$ cat config.mk
export PLATFORM = sky130hd
export DESIGN_NAME = arith_state_machine
export DESIGN_NICKNAME = d
export VERILOG_FILES = /design/src/rtl/arith_state_machine.sv
export SDC_FILE = /design/constraint.sdc
export NUM_CORES = 1
export LEC_CHECK = 0
export BUFFER_PORTS_ARGS = -buffer_cell sky130_fd_sc_hd__buf_2
export CAP_MARGIN = 20
export CORE_UTILIZATION = 46
export CTS_BUF_LIST = sky130_fd_sc_hd__clkbuf_16
export DETAILED_ROUTE_END_ITERATION = 8
export HOLD_SLACK_MARGIN = 0.05
export PLACE_DENSITY = 0.77
export SLEW_MARGIN = 40
export SYNTH_ARGS = -nofsm -noshare
export SYNTH_HDL_FRONTEND = slang
export SYNTH_SLANG_ARGS = --single-unit
$ cat constraint.sdc
create_clock -name clk -period 2.8 [get_ports clk]
set_input_delay 0 -clock clk [delete_from_list [all_inputs] [get_ports clk]]
set_output_delay 0 -clock clk [all_outputs]
set_load 0.05 [all_outputs]
$ cat src/rtl/arith_state_machine.sv
// Valid/ready arithmetic sequencer: single-cycle ADD/SUB and iterative
// shift-add unsigned MUL, with the result held until the sink accepts it.
module arith_state_machine #(
  parameter int WIDTH = 4
) (
  input  logic               clk,
  input  logic               reset,
  input  logic               in_valid,
  output logic               in_ready,
  input  logic [1:0]         op,
  input  logic [WIDTH-1:0]   a,
  input  logic [WIDTH-1:0]   b,
  output logic               out_valid,
  input  logic               out_ready,
  output logic [2*WIDTH-1:0] out_res,
  output logic               out_carry,
  output logic               out_err
);

  localparam int CW = $clog2(WIDTH + 1);

  typedef enum logic [1:0] {S_IDLE, S_MUL, S_DONE} state_t;
  typedef enum logic [1:0] {OP_ADD, OP_SUB, OP_MUL, OP_RSV} op_t;

  state_t             state, state_n;
  op_t                op_in;
  logic [2*WIDTH-1:0] acc, mcand, acc_step;
  logic [WIDTH-1:0]   mplier;
  logic [CW-1:0]      cnt;
  logic               mul_last;
  logic [WIDTH:0]     sum;
  logic [WIDTH-1:0]   diff;

  assign op_in     = op_t'(op);
  assign in_ready  = (state == S_IDLE);
  assign out_valid = (state == S_DONE);

  // Multiplier shifts right and multiplicand shifts left, so each MUL cycle
  // only ever examines bit 0 and adds the pre-shifted multiplicand.
  always_comb begin
    acc_step = mplier[0] ? (acc + mcand) : acc;
    mul_last = (cnt == CW'(WIDTH - 1));
    sum      = {1'b0, a} + {1'b0, b};
    diff     = a - b;
  end

  always_ff @(posedge clk or posedge reset) begin
    if (reset) state <= S_IDLE;
    else       state <= state_n;
  end

  always_comb begin
    state_n = state;
    case (state)
      S_IDLE: if (in_valid) state_n = (op_in == OP_MUL) ? S_MUL : S_DONE;
      S_MUL:  if (mul_last) state_n = S_DONE;
      S_DONE: if (out_ready) state_n = S_IDLE;
      default: state_n = S_IDLE;
    endcase
  end

  always_ff @(posedge clk or posedge reset) begin
    if (reset) begin
      out_res   <= '0;
      out_carry <= 1'b0;
      out_err   <= 1'b0;
      acc       <= '0;
      mcand     <= '0;
      mplier    <= '0;
      cnt       <= '0;
    end else begin
      case (state)
        S_IDLE: begin
          if (in_valid) begin
            case (op_in)
              OP_ADD: begin
                out_res   <= {{(WIDTH-1){1'b0}}, sum};
                out_carry <= sum[WIDTH];
                out_err   <= 1'b0;
              end
              OP_SUB: begin
                out_res   <= {{WIDTH{1'b0}}, diff};
                out_carry <= (a < b);
                out_err   <= 1'b0;
              end
              OP_MUL: begin
                mcand  <= {{WIDTH{1'b0}}, a};
                mplier <= b;
                acc    <= '0;
                cnt    <= '0;
              end
              default: begin
                out_res   <= '0;
                out_carry <= 1'b0;
                out_err   <= 1'b1;
              end
            endcase
          end
        end
        S_MUL: begin
          acc    <= acc_step;
          mcand  <= mcand << 1;
          mplier <= mplier >> 1;
          cnt    <= cnt + CW'(1);
          if (mul_last) begin
            out_res   <= acc_step;
            out_carry <= |acc_step[2*WIDTH-1:WIDTH];
            out_err   <= 1'b0;
          end
        end
        default: ;
      endcase
    end
  end

endmodule
==> flow_metrics.tcl <==
set metrics [dict create \
    cpMaxStageDelayCell "fa_1" \
    internal-power_w 0.00158 \
    setup_ws_ns 0.497 \
    drc 0 \
    clk_latency_ns 0.28 \
    hold_class "input port to register" \
    ys_ff_latch 35 \
    hold_viol_final 0 \
    cpPeakStageDelay_ns 0.45 \
    fin_util_pct 55.7 \
    num_rows 25 \
    r2r_cells 8 \
    rsz0062_at_grt "no" \
    place_area_um2 2410 \
    synth_top_area_share_pct 39.1 \
    drt-total-wl_um 4770 \
    skew_ns 0.00380 \
    crit_fanout 3 \
    drive_gt1_share_pct 16.1 \
    synth_nets 279 \
    required_ns 2.94 \
    cp.arrival_ns 2.45 \
    max_freq_mhz 434 \
    async_flop_share_pct 100 \
    setup_viol 0 \
    dp_slack_ns 0.546 \
    syn_area_um2 2240 \
    period_share_pct 82.3 \
    postCtsSetupBuffers 0 \
    critPathCaptureType "register" \
    dp_hpwl_um 3420 \
    root_buffer "clkbuf_16" \
    synth_area_leaders "dfrtp_1 (39%), ha_1 (9.5%), nand2_1 (6.0%)" \
    crit_buf_inv 0 \
    p_leak_nw 1.32 \
    cap_violations 0 \
    syn_avg_cell_area_um2 9.15 \
    vias 1809 \
    clk_pin_slew_ns 0.06 \
    synth-edff-count 0 \
    vias_per_cell 5.53 \
    crit_family "compound AO/OA/AOI/OAI gates" \
    clock_sink_count 35 \
    clk_path_buf_depth 2 \
    final_nets 306 \
    status "completed" \
    start_kind "register" \
    htreeDepth 2 \
    crit_chain "ha_1, fa_1, a21o_2, a211oi_1, o22ai_1, nand2b_1, o31ai_2, o311ai_1" \
    path_depth 8 \
    grt_pass1_vias 1788 \
    core_um2 4690 \
    grt_start_max_net_pins 32 \
    switching_power_w 0.00123 \
    gp_congestion 0.825 \
    antenna_cells 0 \
    drt-initial-drc-count 116 \
    die_w_um 71.8 \
    cts_tree "built" \
    worst_pin_slew_ns 0.698 \
    grt_overflow 0 \
    grt_pass1_wl_um 8370 \
    crit_type "register to register" \
    yosys.area.top_type "dfrtp_1" \
    setup_tns_ns 0 \
    die_area_um2 5160 \
    powerDensity_nw_per_um2 1070 \
    synth_cell_types 42 \
    reg2reg_from "acc[0]" \
    synth_cells 245 \
    first_pass_iters 4 \
    yosys_warnings 0 \
    start_util_pct 47.8 \
    cts_made_buffers 5 \
    p_comb_share_pct 46.1 \
    hp-start "b[0]" \
    p_seq_share_pct 32.0 \
    p_sw_share_pct 43.7 \
    design_area_um2 2610 \
    finalCriticalPeriod_ns 2.30 \
    wire_per_inst_um 14.6 \
    maxSlewHeadroom_pct 53.4 \
    port_buffers 25 \
    antenna_found_initial 0 \
    reg2reg_to "out_carry" \
    drv_slew 0 \
    ant_nets 0 \
    ios 26 \
    ys.flop_type "dfrtp_1" \
    grt_usage_pct 21.3 \
    r2r_slack_ns 0.50 \
    vdd_drop_max_v 0.000468 \
    pwr-share-clk_pct 21.9 \
    whs_path_depth 3 \
    syn_to_final_growth_pct 16.5 \
    ys_seq_area_share_pct 39.1 \
    whs_endpoint "mplier[0]" \
    fp.dieH_um 71.8 \
]
[cell usage in the layout, fill, tap and decap left out, types with 2 or more instances in the layout]
master         instances
a211oi_1               3
a21o_1                 4
a21oi_1                9
a22o_1                 6
buf_2                 25
buf_4                  3
clkbuf_16              5
dfrtp_1               35
dlygate4sd3_1          4
fa_1                   3
ha_1                  17
inv_1                 13
mux2i_1                9
nand2_1               36
nand2b_1               9
nand3_1                4
nand3b_1               2
nor2_1                23
nor2b_1                2
nor3_1                 3
o211ai_1               3
o211ai_2               2
o21a_1                 2
o21ai_0               18
o21ai_1                3
o22ai_1                2
o311ai_1               2
o31ai_1                5
xnor2_1                2
xor2_1                 2
[Yosys cell counts (5+ instances only)]
| library cell | n |
|---|---|
| nor2_1 | 23 |
| dfrtp_1 | 35 |
| o21ai_0 | 18 |
| nand2_1 | 36 |
| o31ai_1 | 5 |
| ha_1 | 17 |
| inv_1 | 13 |
| clkbuf_1 | 6 |
| mux2i_1 | 9 |
| a21oi_1 | 9 |
| a22o_1 | 6 |
| nand2b_1 | 9 |
| buf_2 | 6 |
[cell families after synthesis]
group | share of synthesized area (%)
adder cells (fa/ha/maj) | 12.2
flip-flops | 39.1
buffers and inverters | 4.52
XOR/XNOR | 1.56
AND/OR/NAND/NOR | 16.7
multiplexers | 4.52
AO/OA/AOI/OAI | 21.4
[tightest hold or removal path, delay by kind of cell]
kind	cells	cell delay, ns
buffers and inverters	1	0.11
muxes	1	0.07
AOI/OAI and AO/OA	1	0.12
[sequential cells by signal (all words and copies together), names as in the netlist]
register and cells:
state 2, mcand 8, cnt 3, out_carry 1, acc 8, mplier 4
out_res 8, out_err 1
[cell type report]
cell class              instances  area (um^2)
well taps                      54         67.6
repair buffers                 32          188
fillers                       426         2080
clock inverters                 3         38.8
multi-input cells             185         1270
flip-flops and latches         35          876
clock buffers                   5          125
inverters                      13         48.8
[stage by stage]
stage / instances / hold WS [ns] / total power (W)
after floorplan: 245 / 0.108 / 0.00190
after global placement: 315 / 0.119 / 0.00215
after detailed placement: 315 / 0.127 / 0.00218
after CTS: 327 / 0.0726 / 0.00282
after global routing: 327 / 0.120 / 0.00301
final: 327 / 0.0663 / 0.00281
[power by group through the flow]
stage	combinational (W)	clock [W]	sequential [W]
floorplan	0.000906	0	0.000993
global placement	0.00126	0	0.000894
detailed placement	0.00128	0	0.000904
CTS	0.00129	0.000627	0.000899
global route	0.00143	0.000646	0.000929
finish	0.00129	0.000615	0.000899
[what timing repair did]
action                     4_1_cts  5_1_grt
gates resized for setup          0        0
setup endpoints to repair        0        0
hold buffers                     4        0
hold endpoints to repair        20        0
[worst max path at each step]
| stage | startpoint | to | slack [ns] |
|---|---|---|---|
| 6_report | acc[0] | out_carry | 0.50 |
| 5_1_grt | acc[0] | out_carry | 0.36 |
| 3_5_place_dp | acc[0] | out_carry | 0.55 |
| 3_3_place_gp | acc[0] | out_carry | 0.56 |
| 4_1_cts | acc[0] | out_carry | 0.51 |
| 2_1_floorplan | acc[0] | out_carry | 0.67 |
[per-layer routing]
layer,track usage [%],vias to the layer above,wire [um],share of wire (%)
li1,-,909,-,-
met1,27.7,848,2180,46
met2,34.7,41,2310,49
met3,4.22,11,171,3.6
met4,8.93,0,99,2.1
met5,0,-,0,0
Note: power is estimated with default switching activity, not from simulation.
